### config.mk
export PLATFORM = sky130hd
export DESIGN_NAME = regfile_param
export DESIGN_NICKNAME = d
export VERILOG_FILES = /design/src/rtl/regfile_param.sv
export SDC_FILE = /design/constraint.sdc
export NUM_CORES = 1
export LEC_CHECK = 0
export BUFFER_PORTS_ARGS = -buffer_cell sky130_fd_sc_hd__buf_2
export CAP_MARGIN = 20
export CORE_UTILIZATION = 65
export CTS_BUF_LIST = sky130_fd_sc_hd__clkbuf_4 sky130_fd_sc_hd__clkbuf_8
export CTS_CLUSTER_SIZE = 30
export DETAILED_ROUTE_END_ITERATION = 6
export MAX_ROUTING_LAYER = met4
export PLACE_DENSITY = 0.84
export SLEW_MARGIN = 10
export SYNTH_ARGS = -nofsm -noshare
export SYNTH_HDL_FRONTEND = slang
export SYNTH_SLANG_ARGS = --single-unit
### constraint.sdc
create_clock -name clk -period 5.2 [get_ports clk]
set_clock_uncertainty 0.15 [all_clocks]
set_input_delay 0.52 -clock clk [delete_from_list [all_inputs] [get_ports clk]]
set_output_delay 0.52 -clock clk [all_outputs]
set_load 0.1 [all_outputs]
### src/rtl/regfile_param.sv
// regfile_param: parameterised register file with a scoreboard busy bit per
// register. After reset the array is walked one entry per cycle and zeroed;
// only then does the file report ready and accept writes or issues.
// Reads are combinational, with optional same-cycle write forwarding.

module regfile_param #(
  parameter int WIDTH     = 32,
  parameter int ADDR_BITS = 5,
  parameter int ZERO_REG  = 1,
  parameter int BYPASS    = 1
) (
  input  logic                 clk,
  input  logic                 reset,
  input  logic [ADDR_BITS-1:0] rs,
  input  logic [ADDR_BITS-1:0] rt,
  input  logic [ADDR_BITS-1:0] rd,
  input  logic [WIDTH-1:0]     busW,
  input  logic                 writeEnable,
  input  logic                 issueEnable,
  input  logic [ADDR_BITS-1:0] issueReg,
  output logic [WIDTH-1:0]     busA,
  output logic [WIDTH-1:0]     busB,
  output logic                 busyA,
  output logic                 busyB,
  output logic                 ready
);

  localparam int DEPTH = 2 ** ADDR_BITS;

  localparam logic [ADDR_BITS-1:0] PTR_ZERO = {ADDR_BITS{1'b0}};
  localparam logic [ADDR_BITS-1:0] PTR_ONE  = ADDR_BITS'(32'd1);
  localparam logic [ADDR_BITS-1:0] PTR_LAST = {ADDR_BITS{1'b1}};
  localparam logic [WIDTH-1:0]     DATA_ZERO = {WIDTH{1'b0}};

  typedef enum logic [0:0] {
    CLEAR = 1'b0,
    RUN   = 1'b1
  } state_t;

  state_t               state_r;
  state_t               stateNext_s;
  logic [ADDR_BITS-1:0] clearPtr_r;
  logic [ADDR_BITS-1:0] clearPtrNext_s;
  logic                 ready_r;
  logic [DEPTH-1:0]     busy_r;
  logic [DEPTH-1:0]     busyNext_s;
  logic [WIDTH-1:0]     regs_r [DEPTH];

  logic                 running_s;
  logic                 writeKill_s;
  logic                 writeOk_s;
  logic                 rsZero_s;
  logic                 rtZero_s;
  logic [WIDTH-1:0]     busA_s;
  logic [WIDTH-1:0]     busB_s;
  logic                 busyA_s;
  logic                 busyB_s;

  // True when the address names the hardwired zero register.
  function automatic logic isZeroReg(input logic [ADDR_BITS-1:0] addr);
    return (ZERO_REG != 0) && (addr == PTR_ZERO);
  endfunction

  // Qualify the write port: only in RUN, and never into the hardwired zero register.
  always_comb begin
    running_s   = (state_r == RUN);
    writeKill_s = isZeroReg(rd);
    rsZero_s    = isZeroReg(rs);
    rtZero_s    = isZeroReg(rt);
    writeOk_s   = running_s && writeEnable && !writeKill_s;
  end

  // Next-state logic: walk the clear pointer through every entry, then run.
  always_comb begin
    stateNext_s    = state_r;
    clearPtrNext_s = clearPtr_r;
    case (state_r)
      CLEAR: begin
        if (clearPtr_r == PTR_LAST) begin
          stateNext_s    = RUN;
          clearPtrNext_s = PTR_ZERO;
        end else begin
          stateNext_s    = CLEAR;
          clearPtrNext_s = clearPtr_r + PTR_ONE;
        end
      end
      RUN: begin
        stateNext_s    = RUN;
        clearPtrNext_s = clearPtr_r;
      end
      default: begin
        stateNext_s    = CLEAR;
        clearPtrNext_s = PTR_ZERO;
      end
    endcase
  end

  // Scoreboard update: the write clears, the issue sets afterwards so set wins.
  always_comb begin
    busyNext_s = busy_r;
    if (running_s) begin
      if (writeEnable) begin
        busyNext_s[rd] = 1'b0;
      end else begin
        busyNext_s[rd] = busy_r[rd];
      end
      if (issueEnable) begin
        busyNext_s[issueReg] = 1'b1;
      end else begin
        busyNext_s[issueReg] = busyNext_s[issueReg];
      end
    end else begin
      busyNext_s = {DEPTH{1'b0}};
    end
    if (ZERO_REG != 0) begin
      busyNext_s[0] = 1'b0;
    end else begin
      busyNext_s[0] = busyNext_s[0];
    end
  end

  // Control state, clear pointer, ready flag and busy bits, with synchronous reset.
  always_ff @(posedge clk) begin
    if (reset) begin
      state_r    <= CLEAR;
      clearPtr_r <= PTR_ZERO;
      ready_r    <= 1'b0;
      busy_r     <= {DEPTH{1'b0}};
    end else begin
      state_r    <= stateNext_s;
      clearPtr_r <= clearPtrNext_s;
      ready_r    <= (stateNext_s == RUN);
      busy_r     <= busyNext_s;
    end
  end

  // Storage array: zeroed entry by entry during CLEAR, written from busW in RUN.
  always_ff @(posedge clk) begin
    if (reset) begin
      regs_r[clearPtr_r] <= regs_r[clearPtr_r];
    end else if (state_r == CLEAR) begin
      regs_r[clearPtr_r] <= DATA_ZERO;
    end else if (writeOk_s) begin
      regs_r[rd] <= busW;
    end else begin
      regs_r[rd] <= regs_r[rd];
    end
  end

  // Source-1 read path: masked in CLEAR, zero register, then forwarding, then array.
  always_comb begin
    busA_s = DATA_ZERO;
    if (!running_s) begin
      busA_s = DATA_ZERO;
    end else if (rsZero_s) begin
      busA_s = DATA_ZERO;
    end else if ((BYPASS != 0) && writeOk_s && (rd == rs)) begin
      busA_s = busW;
    end else begin
      busA_s = regs_r[rs];
    end
  end

  // Source-2 read path: same priority as source 1.
  always_comb begin
    busB_s = DATA_ZERO;
    if (!running_s) begin
      busB_s = DATA_ZERO;
    end else if (rtZero_s) begin
      busB_s = DATA_ZERO;
    end else if ((BYPASS != 0) && writeOk_s && (rd == rt)) begin
      busB_s = busW;
    end else begin
      busB_s = regs_r[rt];
    end
  end

  // Busy lookups: straight from the scoreboard, never forwarded, masked in CLEAR.
  always_comb begin
    busyA_s = 1'b0;
    busyB_s = 1'b0;
    if (running_s) begin
      busyA_s = busy_r[rs];
      busyB_s = busy_r[rt];
    end else begin
      busyA_s = 1'b0;
      busyB_s = 1'b0;
    end
  end

  assign busA  = busA_s;
  assign busB  = busB_s;
  assign busyA = busyA_s;
  assign busyB = busyB_s;
  assign ready = ready_r;

endmodule

# Yosys cells after proc, flatten, opt, wreduce, memory -nomap -nowiden
# Memories as Yosys holds them, arrays and structs flattened.
# Cells that the tools add are included.
# W data, S select, Z words.
# op_classes
magnitude_cmp	6
eq_ne	5
addsub	1
mux	47
bitwise_logic	6
n_reduce_logical	14
# op_table
operator	n
$mux W32	12
$bwmux W32	2
$and A32 B32 Y32	1
$not A32 Y32	1
$or A32 B32 Y32	1
$reduce_or A32 Y1	1
$lt A5 B6 Y1 const B	4
$mux W1	23
$bmux W1 S5	4
$logic_not A5 Y1	3
$mux W5	3
$demux W1 S5	2
$eq A5 B5 Y1	2
$ge A5 B1 Y1 const B	2
$logic_and A1 B1 Y1	6
$add A5 B1 Y5 const B	1
$eq A5 B5 Y1 const B	1
$reduce_and A2 Y1	2
$ne A0 B0 Y1	2
$or A1 B1 Y1	2
$pmux W1 S2	1
$reduce_or A2 Y1	1
$logic_not A1 Y1	1
$not A1 Y1	1
# word_totals
n_memories	1
out_inout_bits	67
ram_bits	1024
register_bits	38
in_bits	56
# mem_list
name	depth	word_bits	read_ports	rd_clocked_by_memory_dff	wr	line	source
regs_r	32	32	2	0	1	47	logic [WIDTH-1:0] regs_r [DEPTH];

# Depth between registers and ports, before layout
# logic_depth
word_depth	12
ltp_mapped	11

# Least setup slack after synthesis
# No wires, ideal clock.
# synth_timing
path_type	flip-flop to output port
startpoint	register, netlist name ready
endpoint	output busA[30]
path_slack_ns	0.176
stages_incl_launch_ff	7
t_arrival_ns	4.354
n_path_buf	2
cell_sequence	dfxtp_1 > clkbuf_1 > nand2_1 > a21oi_1 > nand4_1 > clkbuf_1 > a211oi_1
# synth_rtl
element	line	source
to (decl)	21	output logic [WIDTH-1:0] busA,

# Final worst setup path
# layout_timing
startpoint	input rd[1]
endpoint	output busA[29]
# layout_between
elab_chain_cells	7
# layout_rtl
element	line	source
from (decl)	16	input logic [ADDR_BITS-1:0] rd,
$logic_not A5 Y1	61	return (ZERO_REG != 0) && (addr == PTR_ZERO);
$logic_not A1 Y1	70	writeOk_s = running_s && writeEnable && !writeKill_s;
$logic_and A1 B1 Y1	70	
$logic_and A1 B1 Y1 (*)	157	end else if ((BYPASS != 0) && writeOk_s && (rd == rs)) begin
$mux W32 (*)	157	
$mux W32 (*)	155	end else if (rsZero_s) begin
$mux W32 (*)	153	if (!running_s) begin
# Every way passes the cells marked *; elsewhere a longest branch is shown, timed or not.

==> flow_metrics.tcl <==
set metrics [dict create \
    first_iter_violations 5066 \
    grt_antenna_before_repair 3 \
    multi_input_area_mm2 0.0191 \
    fmax_ghz 0.230 \
    portBuffers 122 \
    vdd_drop_max_v 0.000273 \
    status "completed" \
    ys_ff_latch 1061 \
    slowest_delay_ps 660 \
    drv_cap 0 \
    synthTopCellsByArea "edfxtp_1 60%, mux4_2 29%, mux2i_1 1.6%, dfxtp_1 1.4%, a211oi_1 1.1%" \
    syn_area_per_cell_um2 19.9 \
    yosysWarnings 0 \
    hold_path.class "input pin to flip-flop" \
    cts_tree "done" \
    ys_seq_area_frac 0.614 \
    grt_util_met3 0.0938 \
    required_ps 4530 \
    worst_pin_slew_ps 1130 \
    syn-num-nets 2630 \
    synth_top_area_cell "edfxtp_1" \
    power_density_mw_per_mm2 307 \
    drt_first_pass_iters 6 \
    post_cts_buffers 0 \
    gp_congestion 0.959 \
    critPathMostFrequentCell "buf_2" \
    hold_viol 0 \
    htreeDepth 4 \
    drive_above_1_share 0.422 \
    setup_viol 0 \
    maxSlewViolCount 0 \
    synth-edff-count 1024 \
    crit_path_start_kind "input pin" \
    grt.busiest_layer "met2" \
    clk_latency_ps 830 \
    grt_overflow 0 \
    io_pins 123 \
    syn_area_mm2 0.0513 \
    cts.path.max_buffers 3 \
    synth-async-reset-ratio 0 \
    period_share 0.837 \
    fp.coreArea_mm2 0.0777 \
    whs_path_depth 2 \
    synth_top_area_frac 0.600 \
    synth_top_flop_cell "edfxtp_1" \
    min_period_ps 4350 \
    initial_core_util 0.660 \
    critPathSlowestCell "a211oi_1" \
    r2r-start "ready$_SDFF_PP0_" \
    antenna_left 0 \
    fin_cells 3933 \
    grt_pass1_vias 31200 \
    dieHeight_um 283 \
    vias 30800 \
    grtUsageTotal 0.383 \
    cts_root_buf "clkbuf_8" \
    startpoint "rd[1]" \
    nNetsFinal 2818 \
    routed_via_density 7.84 \
    area_growth_pct 11.6 \
    cts.sinks 1061 \
    p_leak_nw 19.7 \
    grt_pass1_wl_mm 212 \
    r2r_cells 8 \
    synth_cells 2572 \
    slew_headroom 0.245 \
    layout_common_cells "1024 x edfxtp_1, 659 x mux4_2, 170 x clkbuf_8" \
    path_depth 7 \
    grt_util_met2 0.573 \
    path_max_fanout 32 \
    arrival_ps 3680 \
    grt_use_met1 0.513 \
    chipWidth_um 283 \
    hpwl_mm 87.3 \
    tns_ps 0 \
    wl_per_cell_um 37.1 \
    crit_chain "buf_2 -> nor2_1 -> a21oi_1 -> nand4_1 -> buf_4 -> a211oi_1 -> buf_2" \
    grt_start_max_net_pins 105 \
    yosysUniqueCellTypes 62 \
    clk_pin_slew_worst_paths_ps 60 \
    final_common_cell "edfxtp_1" \
    placedCellCount 3624 \
    ff_latch_area_mm2 0.0315 \
    cp.buffers_inverters 3 \
    dieArea_mm2 0.0800 \
    r2r_slack_ps 1870 \
    fillers 4160 \
    cts_buffers 166 \
    rsz0062_at_grt "false" \
    rows 102 \
    crit_path_end_kind "primary output" \
    worstSetupPathType "input pin to primary output" \
    r2r_end "regs_r[26][4]$_DFFE_PP_" \
    drt-total-wl_mm 146 \
    critical-path-top-delay-family "buffers and inverters" \
    worstSetupEndpoint "busA[29]" \
    drcViolationCount 0 \
]
[power by group]
part           leakage [nW]  switching, W  total, W  internal (W)
Clock                  1.72       0.00337   0.00696       0.00359
Sequential             10.9     0.0000252   0.00931       0.00929
Combinational          7.07      0.000713   0.00129      0.000579
[Yosys cell counts (all sizes together), types with 2 or more instances]
master   count
a31oi       15
o2111a       2
a2111oi      2
nand4        5
mux4       659
and2        34
o31ai       17
buf         86
xnor2        4
a21oi       24
nand3        8
mux2         5
nor2       139
nor3b        2
o2111ai      5
and3         3
nor3        19
o211a        3
clkbuf     146
a311oi      10
ha           2
or4          3
nand2       30
xor2         8
edfxtp    1024
inv          5
dfxtp       37
o211ai       7
o21ai       44
mux2i       82
nand3b       9
o22ai        7
nor2b        5
a221oi       4
or2          6
nor4         4
or3          3
or3b         3
and3b        2
nand2b      14
a211oi      74
o32ai        2
[timing repair]
| action | in CTS | in global routing |
|---|---|---|
| endpoints found under the hold margin | 9 | 0 |
| hold buffers | 2 | 0 |
| resized for setup | 0 | 0 |
[cell families after synthesis]
family | count (synthesis) | synth area share
flip-flops | 1061 | 0.614
multiplexers | 746 | 0.306
AND/OR/NAND/NOR | 290 | 0.0276
buffers and inverters | 237 | 0.0190
AO/OA/AOI/OAI | 224 | 0.0304
XOR/XNOR | 12 | 0.00205
adder cells (fa/ha/maj) | 2 | 0.000488
[worst min path at each step]
stage                                from  slack, ps                          to
2_1_floorplan  clearPtr_r[3]$_SDFFE_PP0N_        330  clearPtr_r[3]$_SDFFE_PP0N_
3_3_place_gp   clearPtr_r[3]$_SDFFE_PP0N_        350  clearPtr_r[3]$_SDFFE_PP0N_
3_5_place_dp   clearPtr_r[3]$_SDFFE_PP0N_        380  clearPtr_r[3]$_SDFFE_PP0N_
4_1_cts                       issueReg[3]        100       busy_r[21]$_SDFF_PP0_
5_1_grt                           busW[4]         70     regs_r[15][4]$_DFFE_PP_
6_report                         busW[12]         90    regs_r[19][12]$_DFFE_PP_
[sequential cells by signal (all words and copies together) (netlist names)]
register,count
busy_r,31
clearPtr_r,5
ready,1
regs_r,1024
[per-layer routing]
metal	vias to the layer above	routed length (µm)
li1	11600	-
met1	15800	48100
met2	2839	70500
met3	526	20300
met4	0	6890
met5	-	0
[cell type report]
cell class	count	share of cell area
antenna	3	0.000131
sequential	1061	0.550
inverter	5	0.000328
tap	1040	0.0227
timing repair buffer	252	0.0369
multi-input combinational	1274	0.334
clock inverter	78	0.00892
clock buffer	220	0.0474
[metrics by stage]
stage	cell area, µm²	hold WS [ps]	power [W]	utilization	setup slack, ps
5_1_grt	57300	68.6	0.0180	0.737	754
6_report	57300	92.0	0.0176	0.737	846
2_1_floorplan	51300	331	0.0103	-	176
4_1_cts	57100	98.0	0.0176	0.735	895
3_5_place_dp	53900	380	0.0108	0.693	894
3_3_place_gp	53900	352	0.0107	0.693	919
(Power assumes the default switching activity.)
